## src/rtl/snake_if.sv

```systemverilog
// Snake body bus: steering/growth/raster inputs and hit-test/status outputs.
// The game controller drives the master side; snake_body is the slave.
interface snake_if;
    logic       move_tick;
    logic [1:0] dir_req;
    logic       grow;
    logic [8:0] row;
    logic [9:0] col;
    logic       snake_r;
    logic       snake_head;
    logic [4:0] head_x;
    logic [4:0] head_y;
    logic [4:0] length;
    logic       game_over;

    modport master (
        output move_tick, dir_req, grow, row, col,
        input  snake_r, snake_head, head_x, head_y, length, game_over
    );

    modport slave (
        input  move_tick, dir_req, grow, row, col,
        output snake_r, snake_head, head_x, head_y, length, game_over
    );
endinterface

```

## src/rtl/snake_body.sv

```systemverilog
// Snake body: segment list on the cell grid, one-cell moves with steering,
// growth and wall/self collision, plus a registered per-pixel hit test that
// feeds the pixel-colour stage.
module snake_body #(
    parameter int MAX_LEN  = 16,
    parameter int CELL     = 20,
    parameter int GRID_W   = 32,
    parameter int GRID_H   = 24,
    parameter int INIT_LEN = 3,
    parameter int INIT_X   = 16,
    parameter int INIT_Y   = 12
) (
    input  logic     clk,
    input  logic     rst_n,
    snake_if.slave   bus
);

    typedef enum logic [1:0] {
        DIR_UP    = 2'd0,
        DIR_DOWN  = 2'd1,
        DIR_LEFT  = 2'd2,
        DIR_RIGHT = 2'd3
    } dir_e;

    // Segment 0 is the head; entries at index >= r_length are unused.
    logic [4:0] r_seg_x [MAX_LEN];
    logic [4:0] r_seg_y [MAX_LEN];
    logic [4:0] r_length;
    dir_e       r_cur_dir;
    logic       r_grow_pend;
    logic       r_game_over;
    logic       r_snake_r;
    logic       r_snake_head;

    dir_e               w_req_dir;
    dir_e               w_eff_dir;
    logic               w_reverse;
    logic [5:0]         w_nh_x;
    logic [5:0]         w_nh_y;
    logic               w_wall;
    logic               w_self;
    logic               w_move;
    logic               w_grow_eff;
    logic               w_can_grow;
    logic               w_on_screen;
    logic [MAX_LEN-1:0] w_seg_hit;

    // Up/down and left/right differ only in bit 0, so a reversal keeps bit 1.
    assign w_req_dir = dir_e'(bus.dir_req);
    assign w_reverse = (r_cur_dir[1] == bus.dir_req[1]) && (r_cur_dir[0] != bus.dir_req[0]);
    assign w_eff_dir = w_reverse ? r_cur_dir : w_req_dir;

    assign w_move     = bus.move_tick && !r_game_over;
    // A grow pulse arriving with the move tick still counts for that move.
    assign w_grow_eff = r_grow_pend || bus.grow;
    assign w_can_grow = w_grow_eff && (r_length < 5'(MAX_LEN));

    // Candidate head cell, widened to 6 bits so stepping below 0 wraps high
    // and is caught by the same upper-bound wall test.
    always_comb begin
        // NOTE: every always_comb output gets a default first so no path leaves it unassigned (no latch).
        w_nh_x = {1'b0, r_seg_x[0]};
        w_nh_y = {1'b0, r_seg_y[0]};
        unique case (w_eff_dir)
            DIR_UP:    w_nh_y = {1'b0, r_seg_y[0]} - 6'd1;
            DIR_DOWN:  w_nh_y = {1'b0, r_seg_y[0]} + 6'd1;
            DIR_LEFT:  w_nh_x = {1'b0, r_seg_x[0]} - 6'd1;
            DIR_RIGHT: w_nh_x = {1'b0, r_seg_x[0]} + 6'd1;
        endcase
    end

    assign w_wall = (w_nh_x >= 6'(GRID_W)) || (w_nh_y >= 6'(GRID_H));

    // Self collision against every live segment except a tail that will vacate.
    always_comb begin
        w_self = 1'b0;
        for (int j = 0; j < MAX_LEN; j++) begin
            if ((j + 1 < int'(r_length)) || (w_can_grow && (j + 1 == int'(r_length)))) begin
                if ((w_nh_x == {1'b0, r_seg_x[j]}) && (w_nh_y == {1'b0, r_seg_y[j]}))
                    w_self = 1'b1;
            end
        end
    end

    // Per-segment pixel range compare; x span in 10 bits, y span in 9 bits.
    for (genvar g = 0; g < MAX_LEN; g++) begin : g_seg
        logic [9:0] w_x_lo;
        logic [9:0] w_x_hi;
        logic [8:0] w_y_lo;
        logic [8:0] w_y_hi;
        assign w_x_lo = 10'(r_seg_x[g] * CELL);
        assign w_x_hi = w_x_lo + 10'(CELL);
        assign w_y_lo = 9'(r_seg_y[g] * CELL);
        assign w_y_hi = w_y_lo + 9'(CELL);
        assign w_seg_hit[g] = (5'(g) < r_length)
                            && (bus.col >= w_x_lo) && (bus.col < w_x_hi)
                            && (bus.row >= w_y_lo) && (bus.row < w_y_hi);
    end

    assign w_on_screen = (bus.row < 9'd480) && (bus.col < 10'd640);

    // Segment, length, direction and game-over state; frozen once game_over is set.
    always_ff @(posedge clk) begin
        if (!rst_n) begin
            // NOTE: the segment array is reset because the starting body is a defined game state.
            for (int i = 0; i < MAX_LEN; i++) begin
                r_seg_x[i] <= (i < INIT_LEN) ? 5'(INIT_X - i) : 5'd0;
                r_seg_y[i] <= 5'(INIT_Y);
            end
            r_length    <= 5'(INIT_LEN);
            r_cur_dir   <= DIR_RIGHT;
            r_grow_pend <= 1'b0;
            r_game_over <= 1'b0;
        end else if (w_move) begin
            r_cur_dir <= w_eff_dir;
            if (w_wall || w_self) begin
                r_game_over <= 1'b1;
            end else begin
                // NOTE: non-blocking assignment makes every seg[i] take the pre-edge seg[i-1], giving a true shift.
                for (int i = 1; i < MAX_LEN; i++) begin
                    r_seg_x[i] <= r_seg_x[i-1];
                    r_seg_y[i] <= r_seg_y[i-1];
                end
                r_seg_x[0]  <= w_nh_x[4:0];
                r_seg_y[0]  <= w_nh_y[4:0];
                r_length    <= r_length + (w_can_grow ? 5'd1 : 5'd0);
                r_grow_pend <= 1'b0;
            end
        end else if (bus.grow && !r_game_over) begin
            r_grow_pend <= 1'b1;
        end
    end

    // Registered pixel hit test against the pre-move segments.
    always_ff @(posedge clk) begin
        if (!rst_n) begin
            r_snake_r    <= 1'b0;
            r_snake_head <= 1'b0;
        end else begin
            r_snake_r    <= w_on_screen && (|w_seg_hit);
            r_snake_head <= w_on_screen && w_seg_hit[0];
        end
    end

    assign bus.snake_r    = r_snake_r;
    assign bus.snake_head = r_snake_head;
    assign bus.head_x     = r_seg_x[0];
    assign bus.head_y     = r_seg_y[0];
    assign bus.length     = r_length;
    assign bus.game_over  = r_game_over;

endmodule

```

## src/flat_wrapper.sv

```systemverilog
// flat-port wrapper written by rule: the top's interface ports become plain ports
module snake_body_flat 
#(
    parameter int MAX_LEN  = 16,
    parameter int CELL     = 20,
    parameter int GRID_W   = 32,
    parameter int GRID_H   = 24,
    parameter int INIT_LEN = 3,
    parameter int INIT_X   = 16,
    parameter int INIT_Y   = 12
)
  (clk, rst_n, bus_move_tick, bus_dir_req, bus_grow, bus_row, bus_col, bus_snake_r, bus_snake_head, bus_head_x, bus_head_y, bus_length, bus_game_over);
  snake_if bus_i ();
  input  logic clk;
  input  logic rst_n;
  input wire logic [$bits(bus_i.move_tick)-1:0] bus_move_tick;
  input wire logic [$bits(bus_i.dir_req)-1:0] bus_dir_req;
  input wire logic [$bits(bus_i.grow)-1:0] bus_grow;
  input wire logic [$bits(bus_i.row)-1:0] bus_row;
  input wire logic [$bits(bus_i.col)-1:0] bus_col;
  output wire logic [$bits(bus_i.snake_r)-1:0] bus_snake_r;
  output wire logic [$bits(bus_i.snake_head)-1:0] bus_snake_head;
  output wire logic [$bits(bus_i.head_x)-1:0] bus_head_x;
  output wire logic [$bits(bus_i.head_y)-1:0] bus_head_y;
  output wire logic [$bits(bus_i.length)-1:0] bus_length;
  output wire logic [$bits(bus_i.game_over)-1:0] bus_game_over;
  assign bus_i.move_tick = bus_move_tick;
  assign bus_i.dir_req = bus_dir_req;
  assign bus_i.grow = bus_grow;
  assign bus_i.row = bus_row;
  assign bus_i.col = bus_col;
  assign bus_snake_r = bus_i.snake_r;
  assign bus_snake_head = bus_i.snake_head;
  assign bus_head_x = bus_i.head_x;
  assign bus_head_y = bus_i.head_y;
  assign bus_length = bus_i.length;
  assign bus_game_over = bus_i.game_over;
  snake_body #(.MAX_LEN(MAX_LEN), .CELL(CELL), .GRID_W(GRID_W), .GRID_H(GRID_H), .INIT_LEN(INIT_LEN), .INIT_X(INIT_X), .INIT_Y(INIT_Y)) u_core (.clk(clk), .rst_n(rst_n), .bus(bus_i));
endmodule
```

## config.mk

```make
export PLATFORM = sky130hd
export DESIGN_NAME = snake_body_flat
export DESIGN_NICKNAME = d
export VERILOG_FILES = /design/src/rtl/snake_if.sv /design/src/rtl/snake_body.sv /design/src/flat_wrapper.sv
export SDC_FILE = /design/constraint.sdc
export NUM_CORES = 1
export LEC_CHECK = 0
export ABC_AREA = 1
export BUFFER_PORTS_ARGS = -buffer_cell sky130_fd_sc_hd__buf_2
export CORE_MARGIN = 2
export CORE_UTILIZATION = 30
export CTS_CLUSTER_DIAMETER = 60
export DETAILED_ROUTE_END_ITERATION = 10
export GPL_ROUTABILITY_DRIVEN = 1
export PLACE_DENSITY = 0.47
export SETUP_SLACK_MARGIN = 0.2
export SYNTH_ARGS = -nofsm -noshare
export SYNTH_HDL_FRONTEND = slang
export SYNTH_SLANG_ARGS = --single-unit
export TNS_END_PERCENT = 1
```

## constraint.sdc

```tcl
create_clock -name clk -period 11.6 [get_ports clk]
set_clock_uncertainty 0.2 [all_clocks]
set_input_delay 1.74 -clock clk [delete_from_list [all_inputs] [get_ports clk]]
set_output_delay 1.74 -clock clk [all_outputs]
set_load 0.02 [all_outputs]
```

==> summary.md <==
| Metric | Value |
|---|---|
| Slew Limit Fails | `0` |
| Max Fanout on Critical Path | `67` |
| First-pass GRT wire length | `146,000 um` |
| EDFF count, synth | `100` |
| CTS Buf Count | `17` |
| 1st-iter DRT viols | `1,562` |
| Top area cells in the synthesized netlist | `ha_1 32%, edfxtp_1 11%, nand2_1 8.7%, inv_1 6.9%, xor2_1 5.8%` |
| Sequential cell area fraction in the yosys report | `16.1%` |
| Async SR Flop Fraction | `0%` |
| Full die area | `94,200 sq um` |
| CTS Hold Bufs | `0` |
| Worst-Skew Late Latency | `0.46 ns` |
| CTS tree | `done` |
| CP arrival | `6.86 ns` |
| IO Port Bufs | `42` |
| Critical path capture point type | `flip-flop` |
| Worst r2r dst | `u_core.r_seg_x[0][25]` |
| Post-synth top area share | `32.5%` |
| Initial Util | `30.2%` |
| CTS clk-pin slew, worst paths | `0.07 ns` |
| Final Wtd Congestion | `0.902` |
| Hpwl dp | `75,600 um` |
| # resized after CTS | `0` |
| Hold Path Stages | `2` |
| Core Rows | `111` |
| Fill count | `9,845` |
| Pin count of the biggest net entering global routing | `68` |
| Fin Setup TNS | `0 ns` |
| VDD IR max | `0.000111 V` |
| Worst hold endpoint | `u_core.r_cur_dir[0]` |
| Sequential Area | `4420 sq um` |
| H-Tree Depth | `4` |
| Worst setup SP type | `input port` |
| Initial antenna violation count | `1` |
| Post-synth top flop | `edfxtp_1` |
| Yosys warns | `0` |
| Setup violations, final | `0` |
| Clock Sinks | `171` |
| Combined area of all synthesized cells | `27,500 sq um` |
| Synth cell count leaders | `714 x ha_1, 641 x nand2_1, 507 x inv_1` |
| RSZ-0062 raised after global routing | `false` |
| ANT nets after route | `0` |
| Via count | `24,500` |
| Die width | `307 um` |
| Multi-input logic area | `20,800 sq um` |
| DRT Wirelength | `94,600 um` |
| Clock Path Buffers | `2` |
| Synthesized area per cell | `7.39 sq um` |
| I/O pin total | `43` |
| Hold/Removal Path Class | `flip-flop to flip-flop` |
| Worst Path Class, Setup | `input port to flip-flop` |
| Slew @ Worst Pin | `1.21 ns` |
| Tcrit/Tclk final | `60.1%` |
| Grt total ovfl | `0` |
| Vias per Instance | `4.97` |
| Total Routing Usage GR | `20.1%` |
| Core area | `91,200 sq um` |
| Final core utilization | `32.4%` |
| Cells after Synth | `3,724` |
| Final Hold Fails | `0` |
| F_max | `143 MHz` |
| Layout Nets | `4,506` |
| Reg2Reg Depth | `18` |
| Yosys top cell by area | `ha_1` |
| Post-CTS setup buffer count | `0` |
| Worst EP required | `11.48 ns` |
| Pwr/cell area | `97.4 nW/um^2` |
| Source of the worst register-to-register timing path | `u_core.r_seg_x[0][0]` |
| Share of cells above drive strength 1 | `3.42%` |
| Number of max-cap violations | `0` |
| Minimum clock period | `6.98 ns` |
| WL per Instance | `19.2 um` |
| Die height | `307 um` |
| Syn nets | `4,497` |
| Slew margin rel. | `18.3%` |
| Area Overhead vs Synth | `7.38%` |
| Seq cells post-synth | `171` |
| Root buffer cell | `clkbuf_16` |
| Most frequent cell after synthesis | `ha_1` |
| Number of global-route vias before repair | `23,800` |
| TritonRoute pass-1 iters | `6` |
| R2R Setup Slk | `5.94 ns` |
| Status | `finished, final reports clean` |
| Static Leak | `0.0146 uW` |
| Count of different cell masters after synthesis | `44` |
| DR DRC count | `0` |
| Hold_sp | `u_core.r_cur_dir[0]` |
-- area by class of cell --
cell class / instances / share of cell area [%]
multi-input combinational: 2964 / 70.2
sequential: 171 / 15.0
inverter: 513 / 6.52
tap: 1186 / 5.02
clock buffer: 18 / 1.52
timing repair buffer: 66 / 1.33
clock inverter: 14 / 0.415
antenna: 1 / 0.00847
-- stage by stage --
| stage | area, sq um | setup slack (ns) | instances | hold WS [ns] | power, uW |
|---|---|---|---|---|---|
| CTS | 29600 | 4.73 | 4932 | 0.300 | 2880 |
| global route | 29600 | 4.15 | 4932 | 0.338 | 3140 |
| global placement | 29000 | 4.26 | 4900 | 0.289 | 2270 |
| finish | 29600 | 4.62 | 4933 | 0.303 | 2880 |
| floorplan | 27500 | 4.41 | 3724 | 0.243 | 1830 |
| detailed placement | 29000 | 4.27 | 4900 | 0.282 | 2280 |
-- cell usage in the layout, fill, tap and decap left out, types with 61 or more instances in the layout --
cell	netlist	routed
nand2_1	641	639
inv_1	507	507
o21ai_0	185	185
xor2_1	182	182
nor3_1	61	61
ha_1	714	714
nand3_1	273	273
edfxtp_1	100	100
nor2_1	368	366
dfxtp_1	71	71
a21oi_1	242	242
-- worst max-delay path, stage by stage --
cell,delay (ns)
buf_2,0.45
xor2_2,0.18
nand2_1,0.06
o21ai_1,0.15
inv_2,0.10
nand2_2,0.13
inv_1,0.07
fa_1,0.38
inv_1,0.09
nand3_1,0.12
nand2_1,0.11
nand2_1,0.05
nand3_1,0.17
nand2_1,0.36
o21ai_0,0.27
nor2_1,0.08
nand3_1,0.08
nand2_1,0.10
nor2_1,0.10
nand2_1,0.10
nor2_4,0.49
nand2_2,0.14
nand2_4,0.41
buf_4,0.77
-- per-layer routing --
layer | up-vias | wire length [um] | global-route usage (%)
met2 | 494 | 41000 | 31.7
met4 | 0 | 1500 | 4.01
li1 | 12600 | - | -
met5 | - | 0 | 0
met1 | 11400 | 47600 | 28.9
met3 | 72 | 4410 | 2.68
-- registers in the layout (all words and copies together), names as in the netlist --
signal / flops
u_core.r_seg_x: 80
u_core.r_seg_y: 80
u_core.bus.length: 5
u_core.r_cur_dir: 2
u_core.bus.game_over: 1
u_core.bus.snake_head: 1
u_core.bus.snake_r: 1
u_core.r_grow_pend: 1
-- worst max path at each step --
| stage | from | to | slack [ns] |
|---|---|---|---|
| finish | bus_dir_req[1] | u_core.r_seg_x[0][25] | 4.62 |
| global route | bus_dir_req[1] | u_core.r_seg_x[1][7] | 4.15 |
| floorplan | bus_dir_req[1] | u_core.r_seg_x[0][0] | 4.41 |
| detailed placement | bus_dir_req[1] | u_core.r_seg_x[1][9] | 4.27 |
| CTS | bus_dir_req[1] | u_core.r_seg_x[0][11] | 4.73 |
| global placement | bus_dir_req[1] | u_core.r_seg_x[1][6] | 4.26 |
-- where the power goes --
part | internal (uW) | total, uW | switching, uW
clock | 297 | 597 | 300
combinational | 547 | 1530 | 985
sequential | 682 | 747 | 65.3
-- cells by family (layout without fill, tap and decap cells) --
kind of cell / count (synthesis) / after routing / synth area share [%]
AND/OR/NAND/NOR: 1421 / 1421 / 21.7
buffers and inverters: 589 / 611 / 8.61
adder cells (fa/ha/maj): 748 / 748 / 34.9
AO/OA/AOI/OAI: 562 / 562 / 11.2
flip-flops: 171 / 171 / 16.1
XOR/XNOR: 233 / 233 / 7.44
other: 0 / 1 / 0
(Power assumes the default switching activity.)
